## src/rtl/bs_psum_accumulator.sv

```systemverilog
// ---------------------------------------------------------------------------
// bs_psum_accumulator
//
// Purpose:
//   Downstream stage of the bit-serial MAC. Each signed product emitted by the
//   MAC is aligned for the reduced-precision level latched at start, then
//   added into a saturating partial sum. After a programmable number of
//   products, the finished dot product is offered downstream on a
//   valid/ready handshake.
//
// Ports:
//   clk         in   clock, rising edge
//   rstn        in   asynchronous active-low reset
//   start       in   one-cycle request to begin a dot product (latches config)
//   cfg_len     in   products per dot product, 0 encodes 2^LEN_W
//   prec_level  in   reduced-precision level 0..3 (8/4/2/1 bits processed)
//   prod_valid  in   product-done strobe from the MAC
//   prod_data   in   signed product
//   sum_valid   out  final sum available
//   sum_ready   in   downstream accepts the sum
//   sum_data    out  signed saturated dot product (last delivered value)
//   sum_sat     out  saturation occurred during this dot product
//   busy        out  accumulating or holding a result
//   prod_drop   out  one-cycle pulse: a product arrived while not accumulating
// ---------------------------------------------------------------------------
module bs_psum_accumulator #(
  parameter int PROD_W = 16,
  parameter int ACC_W  = 20,
  parameter int LEN_W  = 8
) (
  input  logic              clk,
  input  logic              rstn,
  input  logic              start,
  input  logic [LEN_W-1:0]  cfg_len,
  input  logic [1:0]        prec_level,
  input  logic              prod_valid,
  input  logic [PROD_W-1:0] prod_data,
  output logic              sum_valid,
  input  logic              sum_ready,
  output logic [ACC_W-1:0]  sum_data,
  output logic              sum_sat,
  output logic              busy,
  output logic              prod_drop
);

  typedef enum logic [1:0] {
    ST_IDLE  = 2'd0,
    ST_ACCUM = 2'd1,
    ST_HOLD  = 2'd2
  } state_t;

  localparam logic [ACC_W-1:0] ACC_MAX = {1'b0, {(ACC_W-1){1'b1}}};
  localparam logic [ACC_W-1:0] ACC_MIN = {1'b1, {(ACC_W-1){1'b0}}};
  localparam logic [LEN_W:0]   LEN_FULL = {1'b1, {LEN_W{1'b0}}};

  state_t                   state_reg, state_next;
  logic signed [ACC_W-1:0]  acc_reg, acc_next;
  logic [LEN_W:0]           count_reg, count_next;
  logic [LEN_W:0]           len_reg, len_next;
  logic [2:0]               shift_reg, shift_next;
  logic [ACC_W-1:0]         sum_data_reg, sum_data_next;
  logic                     sat_reg, sat_next;
  logic                     drop_reg, drop_next;

  logic [2:0]               shift_sel;
  logic signed [ACC_W-1:0]  prod_ext;
  logic signed [ACC_W-1:0]  aligned;
  logic [ACC_W:0]           sum_wide;
  logic                     ovf;
  logic [ACC_W-1:0]         sat_val;
  logic [LEN_W:0]           count_inc;
  logic                     launch;

  // Bits processed at level L is (7>>L)+1, so the product carries
  // 8-bits extra fractional LSBs that must be dropped: 0/4/6/7.
  always_comb begin
    case (prec_level)
      2'd0:    shift_sel = 3'd0;
      2'd1:    shift_sel = 3'd4;
      2'd2:    shift_sel = 3'd6;
      default: shift_sel = 3'd7;
    endcase
  end

  // Sign-extend first, then arithmetic shift: rounds toward minus infinity.
  assign prod_ext = ACC_W'($signed(prod_data));
  assign aligned  = prod_ext >>> shift_reg;

  // One guard bit is enough to detect overflow of a two-operand add:
  // the top two bits of the wide sum disagree exactly when it overflowed.
  assign sum_wide = {acc_reg[ACC_W-1], acc_reg} + {aligned[ACC_W-1], aligned};
  assign ovf      = sum_wide[ACC_W] ^ sum_wide[ACC_W-1];
  assign sat_val  = ovf ? (sum_wide[ACC_W] ? ACC_MIN : ACC_MAX)
                        : sum_wide[ACC_W-1:0];

  assign count_inc = count_reg + 1'b1;

  // A new run may begin from IDLE, or from HOLD in the same cycle the
  // current result is accepted (back-to-back without a bubble).
  assign launch = start && ((state_reg == ST_IDLE) ||
                            ((state_reg == ST_HOLD) && sum_ready));

  always_comb begin
    state_next    = state_reg;
    acc_next      = acc_reg;
    count_next    = count_reg;
    len_next      = len_reg;
    shift_next    = shift_reg;
    sum_data_next = sum_data_reg;
    sat_next      = sat_reg;
    drop_next     = prod_valid && (state_reg != ST_ACCUM);

    case (state_reg)
      ST_ACCUM: begin
        if (prod_valid) begin
          acc_next   = sat_val;
          count_next = count_inc;
          if (ovf) begin
            sat_next = 1'b1;
          end
          if (count_inc == len_reg) begin
            sum_data_next = sat_val;
            state_next    = ST_HOLD;
          end
        end
      end
      ST_HOLD: begin
        if (sum_ready) begin
          state_next = ST_IDLE;
        end
      end
      default: begin
        state_next = ST_IDLE;
      end
    endcase

    if (launch) begin
      state_next = ST_ACCUM;
      acc_next   = '0;
      count_next = '0;
      sat_next   = 1'b0;
      shift_next = shift_sel;
      len_next   = (cfg_len == '0) ? LEN_FULL : {1'b0, cfg_len};
    end
  end

  always_ff @(posedge clk or negedge rstn) begin
    if (!rstn) begin
      state_reg    <= ST_IDLE;
      acc_reg      <= '0;
      count_reg    <= '0;
      len_reg      <= '0;
      shift_reg    <= '0;
      sum_data_reg <= '0;
      sat_reg      <= 1'b0;
      drop_reg     <= 1'b0;
    end else begin
      state_reg    <= state_next;
      acc_reg      <= acc_next;
      count_reg    <= count_next;
      len_reg      <= len_next;
      shift_reg    <= shift_next;
      sum_data_reg <= sum_data_next;
      sat_reg      <= sat_next;
      drop_reg     <= drop_next;
    end
  end

  assign sum_valid = (state_reg == ST_HOLD);
  assign busy      = (state_reg != ST_IDLE);
  assign sum_data  = sum_data_reg;
  assign sum_sat   = sat_reg;
  assign prod_drop = drop_reg;

endmodule
```

## config.mk

```make
export PLATFORM = sky130hd
export DESIGN_NAME = bs_psum_accumulator
export DESIGN_NICKNAME = d
export VERILOG_FILES = /design/src/rtl/bs_psum_accumulator.sv
export SDC_FILE = /design/constraint.sdc
export NUM_CORES = 1
export LEC_CHECK = 0
export CORE_ASPECT_RATIO = 1.4
export CORE_MARGIN = 1.5
export CORE_UTILIZATION = 45
export CTS_CLUSTER_DIAMETER = 200
export DETAILED_ROUTE_END_ITERATION = 8
export HOLD_SLACK_MARGIN = 0.05
export PLACE_DENSITY = 0.66
export SETUP_SLACK_MARGIN = 0.05
export SYNTH_ARGS = -nofsm -noshare
export SYNTH_HDL_FRONTEND = slang
export SYNTH_SLANG_ARGS = --single-unit
```

## constraint.sdc

```tcl
create_clock -name clk -period 5.35 [get_ports clk]
set_input_delay 1.07 -clock clk [delete_from_list [all_inputs] [get_ports clk]]
set_output_delay 1.07 -clock clk [all_outputs]
set_load 0.02 [all_outputs]
```

==> summary.txt <==
Clock tree
  • TritonCTS Buffers: 9
  • Clock Tree Buf Depth: 2
  • Setup Buffers After CTS: 0
  • Hold buffers post-CTS: 0
  • Post-cts resize count: 0
  • H-tree depth: 3
  • Clk slew on worst S/H paths: 0.06 ns
  • CTS tree: done
  • CTS sink count: between 60 and 70
  • Clock Latency Late Sink: 0.35 ns
  • Clk root buf: clkbuf_16

Timing
  • Setup Viol. Count Final: 0
  • Slew of the pin with the lowest slew margin: 1.230 ns
  • Final critical-path required period: 4.401 ns
  • Clock skew: 0.01173 ns
  • Max-slew violation total from the final report: 0
  • Final worst-path cycle share: 82.26%
  • Unrepaired setup endpoints after global routing: no
  • Setup TNS: 0 ns
  • Slew headroom: 18.02%
  • Peak Freq: 227.2 MHz
  • Final Hold Fails: 0

Yosys
  • Gate Count Post-Synth: 480
  • Synthesis-stage register bit count: 65
  • Async S/R FF share, synth: 100.0%
  • Most used DFF post-synth: dfrtp_1
  • Post-Syn Area: 4830 um2
  • Ys Warns: 0
  • Synth area leaders: dfrtp_1 (34%), ha_1 (5.4%), mux2_4 (5.3%)
  • Post-synth EDFFs: 0
  • Synth top area share: between 30 and 40%
  • Post-synthesis sequential area ratio: 33.68%
  • Synthesized area per cell: 10.06 um2
  • Distinct cells, synth: 69
  • Synthesized Nets: roughly 530
  • Synth area leader: dfrtp_1

Worst setup path
  • Delay-heaviest family, CP: simple AND/OR/NAND/NOR gates
  • Launching point of the worst reg2reg path: shift_reg[1]
  • Crit. End Element: flop
  • CP Max Fanout: 12
  • CP max-delay cell: clkdlybuf4s50_1
  • Type of the worst setup path: in2reg
  • CP Launch Point: prod_data[15]
  • CP Launch Type: primary input
  • CP Buf/Inv Count: 2
  • Crit-path max cell delay: 0.55 ns
  • Worst-path cell chain: clkdlybuf4s50_1 > nand2b_1 > o21ai_0 > mux2_2 > mux2i_1 > ha_1 > and4_4 > nor2b_4 > or3_4 > o211ai_1 > a211oi_2 > buf_4 > maj3_2 > mux2_4
  • WP data arrival: between 4 and 5 ns
  • WP data required: 5.58 ns

Place
  • Global placement routability congestion: 0.8829
  • Hpwl dp: approximately 8300 um
  • Cell count after placement: 648
  • Port buffer count: 54

Route
  • Detailed-router iteration count before antenna repair: 4
  • Via density: 5.700
  • Iter 0 DRT Violations: 115
  • Total Wirelength: 11460 um
  • Total vias in the final route: 3785
  • WL/cell: roughly 17 um
  • DRC errors left: 0
  • Antenna Violating Nets Remaining: 0

Cells and area
  • Nets: roughly 570
  • Share of cells above drive strength 1: 20.34%
  • Fin cells: 664
  • Commonest non-fill, non-tap cell in the layout: dfrtp_1
  • Antenna cells: 0
  • Fillcell total: 910
  • Most frequent cells in the layout: dfrtp_1 (65), clkdlybuf4s50_1 (53), nand2_1 (39)
  • Layout area overhead: 17.62%

Floorplan
  • # IOs: 55
  • CORE AREA: between 10000 and 15000 um2
  • Cell Rows: 44
  • Die X: 90.56 um
  • Die H: around 130 um
  • Die area: about 11000 um2
  • Initial Util: 46.42%

GRT
  • Vias in the first global route: 3847
  • Total gr overflow: 0
  • Number of antenna violations at the first check in global routing: 0
  • GR Util All Layers: a little over a fifth
  • Largest net degree at the start of global routing: 66
  • First-pass GRT wire length: 18770 um

Min path
  • HP Start: sum_sat
  • Hold crit path type: reg2reg

Run status
  • Status: finished clean

Power
  • PD cells: roughly 750 nW/um2
  • Leakage: ~2.4 nW
  • Worst VDD drop: 0.2963 mV

Run
  • Max-cap violations: 0
synthesized netlist by cell type, types with 2 or more instances:
library cell	n
a211o_1	2
a211oi_1	3
a211oi_2	3
a21boi_0	2
a21o_1	6
a21oi_1	27
a22o_1	15
a22o_2	5
a31oi_1	3
and2_1	6
and3_1	5
and4_1	2
buf_1	2
buf_2	3
buf_6	5
clkbuf_1	16
clkbuf_8	2
dfrtp_1	65
ha_1	21
inv_1	7
inv_2	2
maj3_2	19
mux2_2	20
mux2_4	17
mux2i_1	17
mux4_2	2
nand2_1	39
nand2b_1	2
nand3_1	9
nand4_1	4
nor2_1	21
nor2b_1	8
nor3_1	7
nor3b_1	3
nor4_1	4
o211ai_1	5
o21a_1	6
o21ai_0	35
o21ai_1	2
o31ai_1	5
or2_2	2
xnor2_1	14
xor2_1	11
worst paths after layout:
kind / to / slack (ns) / cells after the start
setup / recovery: sum_data[1] / 0.95 / 14
hold / removal: sum_sat / 0.50 / 2
setup reg to reg: sum_data[14] / 1.22 / 12
hold reg to reg: sum_sat / 0.50 / 2
max in group asynchronous: acc_reg[9] / 3.90 / 2
min in group asynchronous: len_reg[7] / 0.89 / 2
final cells by class:
cell class,instances,area (um2),area share (%)
clock inverters,7,53.80,0.9471
well taps,138,172.7,3.040
multi-input cells,377,2995,52.73
clock buffers,9,225.2,3.965
flip-flops and latches,65,1627,28.63
repair buffers,59,573.1,10.09
inverters,9,33.78,0.5947
per-layer routing:
layer  routed length (um)  track usage [%]  part of all wire, %
met5                    0                0                    0
met4                  288            10.08                  2.5
met3                  331            3.589                  2.9
met2                 6193            37.73                   54
met1                 4647            23.75                   41
power by group:
part	internal, mW	switching (mW)
Sequential	0.690	0.182
Clock	0.317	0.241
Combinational	1.34	1.46
worst register-to-register path, stage by stage (launching register included):
cell and delay (ns):
dfrtp_1 0.80, mux2_2 0.43, o21ai_0 0.20, o21ai_0 0.12, ha_1 0.22, fa_1 0.44, a211oi_2 0.32, o21ai_2 0.15
a41oi_4 0.23, nand2_2 0.10, a22o_4 0.36, maj3_2 0.36, mux2_4 0.26
stage by stage:
step                      worst slack (ns)  util [%]  hold WS [ns]  area [um2]  total power [mW]
after floorplan                      1.313         -        0.4538        4830             3.100
after global placement              0.5999     51.91        0.4841        5401             3.606
after detailed placement            0.5788     51.91        0.4860        5401             3.664
after CTS                           0.9225     54.59        0.5067        5680             4.241
after global routing                0.8221     54.59        0.5302        5680             4.540
final                               0.9490     54.59        0.4990        5680             4.233
logic make-up (layout without fill, tap and decap cells):
kind of cell	after synthesis	in the layout	synth area share, %
compound gates	135	135	19.97
buf+inv	38	84	4.301
mux	56	56	14.40
simple gates	120	120	12.82
fa+ha+maj	41	41	10.29
xor+xnor	25	25	4.534
flops	65	65	33.68
Power figures use the tool's default switching activity.
